--- src/rtl/wm_pkg.sv ---
// Shared types and constants for the keyed watermark symbol sequencer.
// The symbol map lives here so the sequencer and any future consumers agree on it.
package wm_pkg;

  typedef enum logic [1:0] {
    IDLE = 2'd0,
    LOAD = 2'd1,
    RUN  = 2'd2,
    DONE = 2'd3
  } wm_state_e;

  localparam logic [7:0] KEY_DEFAULT = 8'h6A;
  localparam logic [7:0] LFSR_TAPS   = 8'h1D;
  localparam int         LEN_W_DEF   = 20;

  // 2'b11 is unreachable: s0 can only be set when s1 is clear.
  function automatic logic [1:0] wm_sym_map(input logic [7:0] q);
    logic s1;
    s1 = q[1] ^ q[0];
    return {s1, (s1 ? 1'b0 : q[0])};
  endfunction

endpackage

--- src/rtl/wm_lfsr.sv ---
// 8-bit Galois LFSR (x^8+x^4+x^3+x^2+1) with seed load and single-step advance.
// Load takes priority over step; reset seeds the register with KEY_DEFAULT.
module wm_lfsr
  import wm_pkg::*;
(
  input  logic       clk,
  input  logic       rst_n,
  input  logic       load_i,
  input  logic [7:0] seed_i,
  input  logic       step_i,
  output logic [7:0] state_o
);

  logic [7:0] state_q;
  logic [7:0] state_d;

  always_comb begin
    state_d = state_q;
    if (load_i) begin
      state_d = seed_i;
    end else if (step_i) begin
      state_d = {state_q[6:0], 1'b0} ^ (state_q[7] ? LFSR_TAPS : 8'h00);
    end
  end

  always_ff @(posedge clk or negedge rst_n) begin
    if (!rst_n) begin
      state_q <= KEY_DEFAULT;
    end else begin
      state_q <= state_d;
    end
  end

  assign state_o = state_q;

endmodule

--- src/rtl/wm_symbol_sequencer.sv ---
// Frame sequencer for the keyed LFSR watermark generator: FSM, index counter, symbol handshake.
// Optional `WM_ABORT_EN adds an abort_i input that returns a running frame to IDLE.
module wm_symbol_sequencer
  import wm_pkg::*;
#(
  parameter int LEN_W = LEN_W_DEF
) (
  input  logic             clk,
  input  logic             rst_n,
  input  logic             start_i,
  input  logic [7:0]       cfg_key_i,
  input  logic [LEN_W-1:0] cfg_len_i,
`ifdef WM_ABORT_EN
  input  logic             abort_i,
`endif
  output logic             busy_o,
  output logic             done_o,
  output logic             sym_valid_o,
  input  logic             sym_ready_i,
  output logic [1:0]       sym_data_o,
  output logic             sym_last_o,
  output logic [LEN_W-1:0] sym_idx_o
);

  wm_state_e        state_q;
  logic [7:0]       key_q;
  logic [LEN_W-1:0] len_q;
  logic [LEN_W-1:0] idx_q;
  logic             busy_q;
  logic             done_q;
  logic             valid_q;
  logic             last_q;

  logic [LEN_W-1:0] idx_inc;
  logic [LEN_W-1:0] len_m1;
  logic             handshake;
  logic             lfsr_load;
  logic [7:0]       lfsr_seed;
  logic [7:0]       lfsr_state;
  logic             abort_hit;

  assign idx_inc   = idx_q + LEN_W'(1);
  assign len_m1    = len_q - LEN_W'(1);
  assign handshake = valid_q & sym_ready_i;
  assign lfsr_load = (state_q == LOAD);
  assign lfsr_seed = (key_q == 8'h00) ? KEY_DEFAULT : key_q;

`ifdef WM_ABORT_EN
  assign abort_hit = abort_i & ((state_q == LOAD) | (state_q == RUN));
`else
  assign abort_hit = 1'b0;
`endif

  wm_lfsr u_lfsr (
    .clk     (clk),
    .rst_n   (rst_n),
    .load_i  (lfsr_load),
    .seed_i  (lfsr_seed),
    .step_i  (handshake),
    .state_o (lfsr_state)
  );

  // Outputs are registered alongside the state; abort overrides everything, including the DONE exit.
  always_ff @(posedge clk or negedge rst_n) begin
    if (!rst_n) begin
      state_q <= IDLE;
      key_q   <= KEY_DEFAULT;
      len_q   <= '0;
      idx_q   <= '0;
      busy_q  <= 1'b0;
      done_q  <= 1'b0;
      valid_q <= 1'b0;
      last_q  <= 1'b0;
    end else begin
      done_q <= 1'b0;
      case (state_q)
        IDLE: begin
          if (start_i) begin
            key_q <= cfg_key_i;
            len_q <= cfg_len_i;
            if (cfg_len_i != '0) begin
              state_q <= LOAD;
              busy_q  <= 1'b1;
            end else begin
              state_q <= DONE;
              done_q  <= 1'b1;
            end
          end
        end
        LOAD: begin
          state_q <= RUN;
          idx_q   <= '0;
          valid_q <= 1'b1;
          last_q  <= (len_q == LEN_W'(1));
        end
        RUN: begin
          if (handshake) begin
            idx_q <= idx_inc;
            if (last_q) begin
              state_q <= DONE;
              valid_q <= 1'b0;
              busy_q  <= 1'b0;
              last_q  <= 1'b0;
              done_q  <= 1'b1;
            end else begin
              last_q <= (idx_inc == len_m1);
            end
          end
        end
        DONE: begin
          state_q <= IDLE;
        end
        default: begin
          state_q <= IDLE;
        end
      endcase
      if (abort_hit) begin
        state_q <= IDLE;
        valid_q <= 1'b0;
        busy_q  <= 1'b0;
        last_q  <= 1'b0;
        done_q  <= 1'b0;
      end
    end
  end

  assign busy_o      = busy_q;
  assign done_o      = done_q;
  assign sym_valid_o = valid_q;
  assign sym_last_o  = last_q;
  assign sym_idx_o   = idx_q;
  assign sym_data_o  = wm_sym_map(lfsr_state);

endmodule

--- config.mk ---
export PLATFORM = sky130hd
export DESIGN_NAME = wm_symbol_sequencer
export DESIGN_NICKNAME = d
export VERILOG_FILES = /design/src/rtl/wm_pkg.sv /design/src/rtl/wm_lfsr.sv /design/src/rtl/wm_symbol_sequencer.sv
export SDC_FILE = /design/constraint.sdc
export NUM_CORES = 1
export LEC_CHECK = 0
export BUFFER_PORTS_ARGS = -buffer_cell sky130_fd_sc_hd__buf_2
export CAP_MARGIN = 30
export CORE_MARGIN = 2
export CORE_UTILIZATION = 55
export CTS_BUF_LIST = sky130_fd_sc_hd__clkbuf_4 sky130_fd_sc_hd__clkbuf_8
export DETAILED_ROUTE_END_ITERATION = 10
export PLACE_DENSITY = 0.88
export SLEW_MARGIN = 30
export SYNTH_ARGS = -nofsm -noshare
export SYNTH_HDL_FRONTEND = slang
export SYNTH_SLANG_ARGS = --single-unit
--- constraint.sdc ---
create_clock -name clk -period 4.61 [get_ports clk]
set_input_delay 0.461 -clock clk [delete_from_list [all_inputs] [get_ports clk]]
set_output_delay 0.461 -clock clk [all_outputs]
set_load 0.02 [all_outputs]
* After elaboration in Yosys (flattened, before gate mapping)
Cells that the tools add are included.
** Word-level totals
- Memory bits (writable) :: 0
- Bits in latches :: 0
- Register bits :: 62
- Memories kept :: 0
- Output and inout bits :: 26
- Word-level logic and storage cells :: 60
- ROM bits :: 0
** Operators by class
- Multipliers :: 0
- Divide/modulo/power cells :: 0
- Bitwise operators :: 3
- Add/subtract/negate cells :: 2
- Eq/ne operators :: 9
- Shift-type cells :: 0
- Reduce and logical (&&, ||, !) cells :: 11
- $lt $le $gt $ge :: 0
- Multiplexer cells :: 26
** Operator list (number)
- 20-bit case mux with 2 select lines :: 1
- 8-bit two-way mux :: 3
- 20-bit by 1-bit adder with 20-bit output (second input constant) :: 1
- 20-bit by 1-bit == test with 1-bit output (second input constant) :: 1
- 20-bit == test :: 1
- 20-bit two-way mux :: 1
- 20-bit nonzero test :: 1
- 20-bit by 1-bit subtractor with 20-bit output (second input constant) :: 1
- 1-bit two-way mux :: 11
- 8-bit zero test :: 1
- 2-bit two-way mux :: 4
- 2-bit != test (second input constant) :: 4
- 1-bit case mux with 2 select lines :: 4
- 2-bit case mux with 4 select lines :: 1
- 8-bit bitwise XOR :: 1
- 3-bit AND reduction :: 2
- 2-bit nonzero test :: 3
- 5-bit two-way mux :: 1
- 5-bit AND reduction :: 1
- 2-bit == test (second input constant) :: 2
- 2-bit AND reduction :: 2
- 2-bit by 1-bit == test with 1-bit output (second input constant) :: 1
- 2-bit zero test :: 1
- 1-bit AND :: 1
- 1-bit bitwise XOR :: 1

* Depth between registers and ports, before layout
- Word-level depth :: 5
- Depth in mapped cells :: 9
- Mapped depth without buffers :: 9

* Modules after synthesis
From an unflattened synthesis, not the netlist that was laid out.
** Second synthesis, totals
- Cell total of the unflattened synthesis :: 415
- Area, all modules :: 3990.1 µm²
** By module, submodules not included
- wm_symbol_sequencer :: area an instance 3577.2 µm², sequential area each 1356.3 µm², cells each 376, instances 1
- wm_lfsr :: area an instance 412.9 µm², sequential area each 205.2 µm², cells each 39, instances 1

* Worst setup path after synthesis
Ideal clock, no wire load.
- Kind :: reg-to-reg
- Start :: register idx_q[0] (netlist: sym_idx_o[0])
- End :: register last_q (netlist: sym_last_o)
- Arrival time :: 2.114 ns
- Setup slack :: 2.419 ns
- Library setup time :: 0.076 ns
- Stages on the path, launching flop included :: 9
- Cell sequence :: dfrtp_1 -> ha_1 -> nand3_1 -> nor4_2 -> and3_1 -> xnor3_1 -> nor3b_1 -> nand4_1 -> o21ai_1
** On the way
- Cells in the longest elaborated chain, start to end :: 5
** Ends and longest elaborated chain
- from (decl) :: RTL line wm_symbol_sequencer.sv:28 : logic [LEN_W-1:0] idx_q;
- from (signal assigned) :: RTL line wm_symbol_sequencer.sv:98 : idx_q <= idx_inc;
- 20-bit by 1-bit adder with 20-bit output :: RTL line wm_symbol_sequencer.sv:42 : assign idx_inc = idx_q + LEN_W'(1);
- 20-bit == test :: RTL line wm_symbol_sequencer.sv:106 : last_q <= (idx_inc == len_m1);
- 1-bit two-way mux :: RTL line wm_symbol_sequencer.sv:99 : if (last_q) begin
- 1-bit two-way mux :: RTL line wm_symbol_sequencer.sv:97 : if (handshake) begin
- 1-bit case mux with 2 select lines :: RTL line wm_symbol_sequencer.sv:76 : case (state_q)
- to (signal assigned) :: RTL line wm_symbol_sequencer.sv:94 : last_q <= (len_q == LEN_W'(1));
- to (signal assigned) :: RTL line wm_symbol_sequencer.sv:106
- to (decl) :: RTL line wm_symbol_sequencer.sv:32 : logic last_q;
Every way passes these cells. The select of a mux whose other input is x is not followed.
A chain may end at the register's enable or synchronous reset.

* Worst setup path in the final report
Ends and elaborated chain as after synthesis.

==> reports/results.ini <==
[timing]
post-route-period-util=0.554
timing.clock.skew_ns=0.00517
finalSetupViolCount=0
setup-tns-final_ns=0
timing_max_transition_violations_final=0
period_needed_ns=2.55
timing.final.hold_violations=0
rsz0062_at_grt=no
tightest_slew_ns=0.826
slew-limit-headroom=0.448
highest_clock_rate_mhz=392

[cells_and_area]
insertedDiodeCount=0
finalNonFillerCells=520
total_number_of_nets_in_the_final_design=474
final_layout_size_suffix_gt1_frac=0.295
area_taken_by_multi_input_logic_gates_um2=2110
fillers=533
ff_latch_area_um2=1560
final_standard_cell_utilization_of_the_core=0.644
area_growth_pct=14.6

[worst_hold_path]
timing.hold.worst.class=input port to asynchronous set/reset pin

[floorplan]
core_area_um2=6720
floorplan.initialDensity=0.561
rows=30
die_w_um=86.8
io_pins=58
floorplan.die_area_um2=7540
chipHeight_um=86.8

[cts]
clkSlewWorstSetupHoldPaths_ns=0.07
cts-resized-gates=0
clock_insertion_delay_worst_skew_ns=0.34
clock_tree.root_cell=clkbuf_8
htree_num_levels=3
cts.repair_timing.setup_buffer_count=0
clock_tree.buffer_depth=2
tritoncts_clock_tree=built
cts.sink_count=62
numCtsBuffers=9
holdBufCountCts=0

[synth]
syn-cell-area_um2=3770
asyncSetResetFlopFracSynth=1.00
distinct_cell_type_count_of_the_synthesized_netlist=53
dominantRegCellSynth=dfrtp_1
ys_warn_count=0
synth-edff-count=0
synth_cells=380
synth_nets=419
synth_area_per_cell_um2=9.93
seq_area_frac_synth=0.414
synth-seq-cells=62

[place]
placement.io_buffers=57
post-dp-hpwl_mm=6.51
placed_cells_incl_taps=504
routabilityCongestion=0.933

[drt]
vias=3189
route.detailed.drc=0
wirelength_mm=9.02
drt.antenna.violating_nets=0
detailedRoute.firstIterationViolations=251
route.detailed.vias_per_inst=6.13
post_drt_wl_per_cell_um=17.3
drt_first_pass_iters=5

[grt]
global_route_wire_length_before_repair_mm=15.0
maximum_number_of_pins_on_one_net_before_global_route_repair=63
grt_antenna_before_repair=0
grt.overflow.total=0
first_global_vias=3095
total_grt_usage=0.257

[run_status]
run_status=complete, no violations

[power]
vdd_ir_drop_max_mv=0.402
p_leak_nw=1.82
power_density_over_cell_area_nw_per_um2=606

[worst_setup_path]
critPathLaunchType=flop
critical_path_arrival_ns=2.82
cp-end-kind=flop
cp.required_ns=4.87
setup.worst_path.class=flop to flop
cp_max_fo=8

[job]
max_cap_violation_count=0

[through the flow]
stage / hold slack (ns) / worst slack (ns) / total power (W) / instance area [um2]
global placement: 0.482 / 2.20 / 0.00206 / 4110
detailed placement: 0.491 / 2.14 / 0.00211 / 4110
CTS: 0.309 / 2.08 / 0.00262 / 4320
global route: 0.337 / 1.80 / 0.00279 / 4320
finish: 0.277 / 2.06 / 0.00262 / 4320
floorplan: 0.165 / 2.42 / 0.00184 / 3770
[cell type report]
type | instances | share of cell area
multi-input cells | 293 | 0.488
flip-flops and latches | 62 | 0.361
repair buffers | 60 | 0.0712
clock buffers | 13 | 0.0385
well taps | 80 | 0.0231
clock inverters | 3 | 0.0104
inverters | 9 | 0.00781
[per-layer routing]
layer / global-route usage / vias to the layer above / routed length [um]
li1: - / 1493 / -
met1: 0.346 / 1506 / 3810
met2: 0.396 / 155 / 4210
met3: 0.0638 / 35 / 706
met4: 0.111 / 0 / 292
met5: 0 / - / 0
[state kept, by name, summed over array words and instances (netlist names)]
register        cells
sym_idx_o          20
len_q              20
u_lfsr.state_o      8
state_q             2
busy_o              1
sym_valid_o         1
done_o              1
sym_last_o          1
key_q               8
[cell usage in the layout, fill, tap and decap left out, types with 2 or more instances in the layout]
| master | n |
|---|---|
| buf_2 | 57 |
| dfrtp_1 | 54 |
| xnor2_1 | 39 |
| nand2_1 | 33 |
| o21ai_0 | 31 |
| mux2_2 | 31 |
| nor2_1 | 23 |
| a21oi_1 | 14 |
| nand3_1 | 11 |
| clkbuf_8 | 11 |
| nor4_1 | 10 |
| nand4_1 | 10 |
| inv_1 | 9 |
| nor3_1 | 8 |
| dfstp_2 | 8 |
| xor2_1 | 7 |
| ha_1 | 7 |
| o31ai_1 | 6 |
| nor4_2 | 5 |
| a31oi_1 | 5 |
| and3_1 | 5 |
| o22a_1 | 5 |
| or4_1 | 4 |
| or3_1 | 3 |
| o22ai_1 | 3 |
| buf_4 | 3 |
| and4_1 | 2 |
| nand2b_1 | 2 |
| nor4_4 | 2 |
| xnor3_1 | 2 |
| nand3b_1 | 2 |
| a21o_1 | 2 |
| mux2i_1 | 2 |
| clkbuf_4 | 2 |
| clkinvlp_4 | 2 |
[logic make-up after synthesis]
logic type	synth area share
simple gates	0.201
mux	0.0978
buf+inv	0.0275
flops	0.414
compound gates	0.118
xor+xnor	0.119
fa+ha+maj	0.0232
[worst max-delay path: stages, from the launching register on]
cell and delay, ns:
dfrtp_1 0.48, ha_1 0.32, nand3_1 0.23, nor4_2 0.40
and3_1 0.29, xnor3_1 0.23, nor3b_1 0.26, nand4_1 0.13
o21ai_1 0.13
[path summary, 6_finish.rpt]
check	cells past startpoint	startpoint	slack, ns	end
worst max-delay path	8	sym_idx_o[0]	2.06	sym_last_o
worst min register to register	2	key_q[2]	0.50	u_lfsr.state_o[2]
max in group asynchronous	2	rst_n	3.81	sym_idx_o[16]
min in group clk	2	cfg_key_i[2]	0.35	key_q[2]
worst min-delay path	2	rst_n	0.28	sym_idx_o[3]
worst max register to register	8	sym_idx_o[0]	2.06	sym_last_o
[synthesized netlist by cell type (all sizes together), types with 7 or more instances]
cell type / count / area (um2)
ha: 7 / 87.6
nor2: 23 / 86.3
nand3: 12 / 65.1
o21ai: 32 / 160
nand4: 11 / 75.1
nor3: 9 / 50.1
xor2: 7 / 61.3
inv: 9 / 33.8
nor4: 17 / 168
dfrtp: 54 / 1350
clkbuf: 13 / 50.0
xnor2: 39 / 342
a21oi: 14 / 70.1
nand2: 34 / 128
dfstp: 8 / 210
mux2: 31 / 349
[where the power goes]
| group | leakage [nW] | internal (W) | switching, W |
|---|---|---|---|
| combinational | 0.949 | 0.000536 | 0.000560 |
| sequential | 0.765 | 0.000763 | 0.000255 |
| clock | 0.103 | 0.000292 | 0.000217 |
Power figures use the tool's default switching activity.
